--- src/rtl/jump_sequencer.sv ---
// Override sequencer between btn_interface and the traffic-light FSM: minimum green, forced
// yellow, all-red, then a one-cycle target load. Define OVR_COOLDOWN_EN to hold off new requests.

package tl_pkg;
  typedef enum logic [3:0] {
    S0_A_STRAIGHT    = 4'd0,
    S1_A_YELLOW      = 4'd1,
    S2_A_LEFT        = 4'd2,
    S3_A_LEFT_YELLOW = 4'd3,
    S4_B_STRAIGHT    = 4'd4,
    S5_B_YELLOW      = 4'd5,
    S6_B_LEFT        = 4'd6,
    S7_B_LEFT_YELLOW = 4'd7,
    S8_OVERRIDE      = 4'd8
  } state_t;
endpackage

module jump_sequencer
  import tl_pkg::*;
#(
  parameter int unsigned MIN_GREEN_S = 5,
  parameter int unsigned YELLOW_S    = 3,
  parameter int unsigned ALLRED_S    = 2,
  parameter int unsigned COOLDOWN_S  = 10,
  parameter int unsigned CNT_W       = 8
) (
  input  logic   clk,
  input  logic   rst,
  input  logic   tick_1s,
  input  logic   jump_req,
  input  state_t jump_state,
  input  state_t cur_state,
  input  logic   cur_green,
  output logic   accept_jump,
  output logic   force_yellow,
  output logic   force_allred,
  output logic   load_pulse,
  output state_t load_state,
  output logic   busy
);

  // Phase counter never needs to count past the longest timed phase.
  localparam int unsigned PhMaxYa = (YELLOW_S > ALLRED_S) ? YELLOW_S : ALLRED_S;
  localparam int unsigned PhMax   = (PhMaxYa > COOLDOWN_S) ? PhMaxYa : COOLDOWN_S;

  typedef enum logic [2:0] {
    StIdle,
    StWait,
    StYellow,
    StAllred,
    StLoad,
    StAck,
    StCool
  } seq_state_e;

  seq_state_e       state_q, state_d;
  state_t           tgt_q, tgt_d;
  state_t           cur_state_q;
  logic [CNT_W-1:0] green_age_q;
  logic [CNT_W-1:0] ph_cnt_q;
  logic             force_yellow_q;
  logic             force_allred_q;

  always_comb begin
    state_d = state_q;
    tgt_d   = tgt_q;
    unique case (state_q)
      StIdle: begin
        if (jump_req) begin
          tgt_d = jump_state;
          if (jump_state == S8_OVERRIDE) begin
            state_d = StAck;
          end else if (jump_state == cur_state && cur_green) begin
            state_d = StAck;
          end else begin
            state_d = StWait;
          end
        end
      end
      StWait: begin
        // Only a green may be cut; FSM-owned yellow/all-red run to completion.
        if (cur_state == tgt_q && cur_green) begin
          state_d = StAck;
        end else if (cur_green && green_age_q >= CNT_W'(MIN_GREEN_S)) begin
          state_d = StYellow;
        end
      end
      StYellow: begin
        if (ph_cnt_q == CNT_W'(YELLOW_S)) state_d = StAllred;
      end
      StAllred: begin
        if (ph_cnt_q == CNT_W'(ALLRED_S)) state_d = StLoad;
      end
      StLoad:   state_d = StCool;
      StAck:    state_d = StCool;
      StCool: begin
`ifdef OVR_COOLDOWN_EN
        if (ph_cnt_q == CNT_W'(COOLDOWN_S)) state_d = StIdle;
`else
        state_d = StIdle;
`endif
      end
      default:  state_d = StIdle;
    endcase
  end

  always_ff @(posedge clk) begin
    if (rst) begin
      state_q        <= StIdle;
      tgt_q          <= S0_A_STRAIGHT;
      cur_state_q    <= S0_A_STRAIGHT;
      green_age_q    <= '0;
      ph_cnt_q       <= '0;
      force_yellow_q <= 1'b0;
      force_allred_q <= 1'b0;
    end else begin
      state_q     <= state_d;
      tgt_q       <= tgt_d;
      cur_state_q <= cur_state;

      if (cur_state != cur_state_q) begin
        green_age_q <= '0;
      end else if (tick_1s && cur_green && green_age_q != '1) begin
        green_age_q <= green_age_q + 1'b1;
      end

      // Cleared on the transition itself, so a tick in that cycle is not counted.
      if (state_d != state_q) begin
        ph_cnt_q <= '0;
      end else if (tick_1s && ph_cnt_q < CNT_W'(PhMax)) begin
        ph_cnt_q <= ph_cnt_q + 1'b1;
      end

      force_yellow_q <= (state_d == StYellow);
      force_allred_q <= (state_d == StAllred);
    end
  end

  assign force_yellow = force_yellow_q;
  assign force_allred = force_allred_q;
  assign load_pulse   = (state_q == StLoad);
  assign accept_jump  = (state_q == StLoad) || (state_q == StAck);
  assign load_state   = tgt_q;
  assign busy         = (state_q != StIdle);

endmodule
--- config.mk ---
export PLATFORM = sky130hd
export DESIGN_NAME = jump_sequencer
export DESIGN_NICKNAME = d
export VERILOG_FILES = /design/src/rtl/jump_sequencer.sv
export SDC_FILE = /design/constraint.sdc
export NUM_CORES = 1
export LEC_CHECK = 0
export ABC_AREA = 1
export BUFFER_PORTS_ARGS = -buffer_cell sky130_fd_sc_hd__buf_4
export CORE_MARGIN = 2
export CORE_UTILIZATION = 51
export CTS_CLUSTER_SIZE = 20
export DETAILED_ROUTE_END_ITERATION = 16
export PLACE_DENSITY = 0.75
export REMOVE_ABC_BUFFERS = 1
export SLEW_MARGIN = 20
export SYNTH_ARGS = -nofsm -noshare
export SYNTH_HDL_FRONTEND = slang
export SYNTH_SLANG_ARGS = --single-unit
--- constraint.sdc ---
create_clock -name clk -period 1.49 [get_ports clk]
set_input_delay 0 -clock clk [delete_from_list [all_inputs] [get_ports clk]]
set_output_delay 0 -clock clk [all_outputs]
set_load 0.03 [all_outputs]
==> flow_summary.json <==
{
  "outcome": "finished, violations left",
  "violations": "setup timing",
  "cts.sinks": 29,
  "grt_pass1_vias": 1404,
  "reg2reg_setup_slack_ns": -0.04,
  "setup_violations": 11,
  "core_area_um2": 3003,
  "pwr-share-comb_pct": 28.8,
  "die_h_um": 59.56,
  "layout_common_cells": "36 x nand2_1, 36 x buf_4, 27 x inv_1",
  "cp.required_ns": 1.78,
  "vias": 1560,
  "viasPerCell": 5.049,
  "tns_ns": -0.2229,
  "num_antenna_cells": 0,
  "cp_slowest_stage_delay_ns": 0.39,
  "grt_pass1_wl_mm": 5.975,
  "ys_ff_latch": 29,
  "p_leak_nw": 0.9853,
  "htree_levels": 2,
  "crit_family": "flip-flops",
  "place_ws_ns": -0.07229,
  "port_buffers": 21,
  "peakVddDrop_uv": 553.3,
  "postRouteAntennaNets": 0,
  "cp_slowest_cell": "dfxtp_4",
  "initial_core_util_pct": 52.42,
  "p_clk_share_pct": 25.1,
  "worst_setup_path_start_kind": "register",
  "drive_above_1_share_pct": 39.13,
  "postLayoutCoreUtil_pct": 71.75,
  "io_pins": 22,
  "power_frac_seq_pct": 46.1,
  "num_rows": 20,
  "synth_area_um2": 1574,
  "clk_latency_ns": 0.34,
  "cp_data_arrival_time_ns": 1.83,
  "die_w_um": 59.56,
  "path_buf_inv": 2,
  "dpl.hpwl_mm": 2.427,
  "synthCells": 223,
  "holdPathEnd": "load_state[1]$_SDFFE_PP0P_",
  "gp_congestion": 0.8483,
  "fmax_ghz": 0.6530,
  "crit_path_end_kind": "register",
  "post_drt_wl_per_cell_um": 12.06,
  "path_max_fanout": 3,
  "syn_avg_cell_area_um2": 7.058,
  "finalWorstSetupSlack_ns": -0.04129,
  "max-slew-margin-rel_pct": 81.97,
  "cts_tree": "built",
  "initialDrtViolationCount": 71,
  "dieArea_um2": 3547,
  "drt_wl_total_mm": 3.727,
  "seq_area_frac_synth_pct": 36.88,
  "grt_max_degree": 10,
  "rsz0062_at_grt": "true",
  "p_per_area_nw_per_um2": 856.0,
  "hp-start": "jump_req",
  "cts_buffers": 5,
  "regToRegStartpoint": "green_age_q[0]$_SDFFE_PP0P_",
  "hp-class": "input port to register",
  "rr_worst_depth": 9,
  "power.switching_mw": 0.6301,
  "cts_root_buf": "clkbuf_4",
  "crit_chain": "ha_1 -> nand3_1 -> nor2_2 -> a31oi_4 -> nand2_2 -> buf_4 -> inv_1 -> a21oi_1 -> o21a_1",
  "synthDominantCellAreaShare_pct": 36.88,
  "yosys.area.top_type": "dfxtp_1",
  "power.total_mw": 1.844,
  "hold_viol_final": 0,
  "area_growth_pct": 36.88,
  "maxCapViolCount": 0,
  "yosys-top-cells-area": "dfxtp_1 37%, nand2_1 10%, inv_1 8.3%",
  "hold_depth": 3,
  "grt_antenna_before_repair": 0,
  "maxSlewViolCount": 0,
  "nets": 293,
  "finClkSkew_ns": 0.01214,
  "synth.distinct_cells": 31,
  "power.internal_mw": 1.214,
  "crit_type": "register to register",
  "p_sw_share_pct": 34.17,
  "worst_pin_slew_ns": 0.2684,
  "grt_util_all_layers_pct": 22.69,
  "cts.clk_slew.worst_paths_ns": 0.10,
  "route.detailed.drc": 0,
  "min_period_over_period_pct": 102.8,
  "yosysWarnings": 0,
  "clk_path_buf_depth": 2,
  "globalRouteOverflowTotal": 0,
  "rr_endpoint": "green_age_q[3]$_SDFFE_PP0P_",
  "period_needed_ns": 1.531,
  "drtPass1Iterations": 4
}
[kinds of logic after synthesis]
kind of cell / share of synthesized area (%)
AND/OR/NAND/NOR: 34.58
buffers and inverters: 9.300
AO/OA/AOI/OAI: 11.76
flip-flops: 36.88
XOR/XNOR: 2.782
adder cells (fa/ha/maj): 3.975
multiplexers: 0.7154
[timing repair]
item                       CTS  global route
cloned                       0             0
pin swaps                    0             4
hold buffers                 9             0
setup buffers                1             5
resized for setup           13            32
hold endpoints to repair     9             0
setup endpoints to repair   13            20
[synthesized netlist by cell type (all sizes together)]
| library cell | count |
|---|---|
| nor2 | 40 |
| a21oi | 12 |
| o21ai | 13 |
| nand4 | 2 |
| nor3 | 8 |
| a21boi | 1 |
| a31oi | 3 |
| nor3b | 1 |
| a41oi | 1 |
| dfxtp | 29 |
| o21a | 2 |
| nand3 | 12 |
| ha | 5 |
| xor2 | 4 |
| clkbuf | 1 |
| xnor2 | 1 |
| inv | 38 |
| nand2 | 48 |
| nand3b | 1 |
| mux2 | 1 |
[per-stage QoR]
stage          hold slack [ns]  cells  area (µm²)
3_5_place_dp            0.2486    288        1859
3_3_place_gp            0.2431    288        1859
2_1_floorplan          0.06907    222        1570
4_1_cts                0.02354    306        2038
6_report               0.02535    309        2155
5_1_grt                0.02477    309        2155
[power by group through the flow]
stage	clock, mW	sequential, mW	combinational (mW)
after global placement	0	0.861	0.456
after detailed placement	0	0.863	0.461
after floorplan	0	0.891	0.273
final	0.463	0.850	0.531
after CTS	0.476	0.845	0.497
after global routing	0.516	0.855	0.582
[final cells by class]
type / count / area (µm²)
Clock buffer: 6 / 41.29
Clock inverter: 2 / 10.01
Fill cell: 259 / 848.3
Inverter: 38 / 145.1
Multi-Input combinational cell: 155 / 955.9
Sequential cell: 29 / 589.3
Tap cell: 33 / 41.29
Timing Repair Buffer: 46 / 371.6
[how the worst max path moves through the flow]
stage                                     start                          end  slack (ns)  depth (start not counted)
finish              green_age_q[0]$_SDFFE_PP0P_  green_age_q[3]$_SDFFE_PP0P_       -0.04                          9
global route        green_age_q[0]$_SDFFE_PP0P_  green_age_q[3]$_SDFFE_PP0P_       -0.16                          9
CTS                 green_age_q[1]$_SDFFE_PP0P_     ph_cnt_q[4]$_SDFFE_PP0P_       -0.06                         15
detailed placement  green_age_q[0]$_SDFFE_PP0P_     ph_cnt_q[4]$_SDFFE_PP0P_       -0.07                         13
global placement    green_age_q[0]$_SDFFE_PP0P_  green_age_q[7]$_SDFFE_PP0P_       -0.02                          9
floorplan            load_state[1]$_SDFFE_PP0P_     ph_cnt_q[3]$_SDFFE_PP0P_       -0.03                         11
[tightest hold or removal path, delay by kind of cell]
kind	cells	cell delay, ns
AO/OA/AOI/OAI	1	0.08
buffers and inverters	1	0.11
AND/OR/NAND/NOR	1	0.13
[state kept, by name, indices dropped and copies added, names as in the netlist]
| register | flops |
|---|---|
| green_age_q | 8 |
| cur_state_q | 4 |
| ph_cnt_q | 8 |
| force_yellow | 1 |
| load_state | 4 |
| state_q | 3 |
| force_allred | 1 |
[metal layers]
layer	vias to the layer above	wire length (µm)	GRT usage (%)	share of wire [%]
li1	811	-	-	-
met1	700	1601	27.54	43
met2	39	1868	37.99	50
met3	10	184	5.895	4.9
met4	0	73	9.206	2.0
met5	-	0	0	0
(Power assumes the default switching activity.)
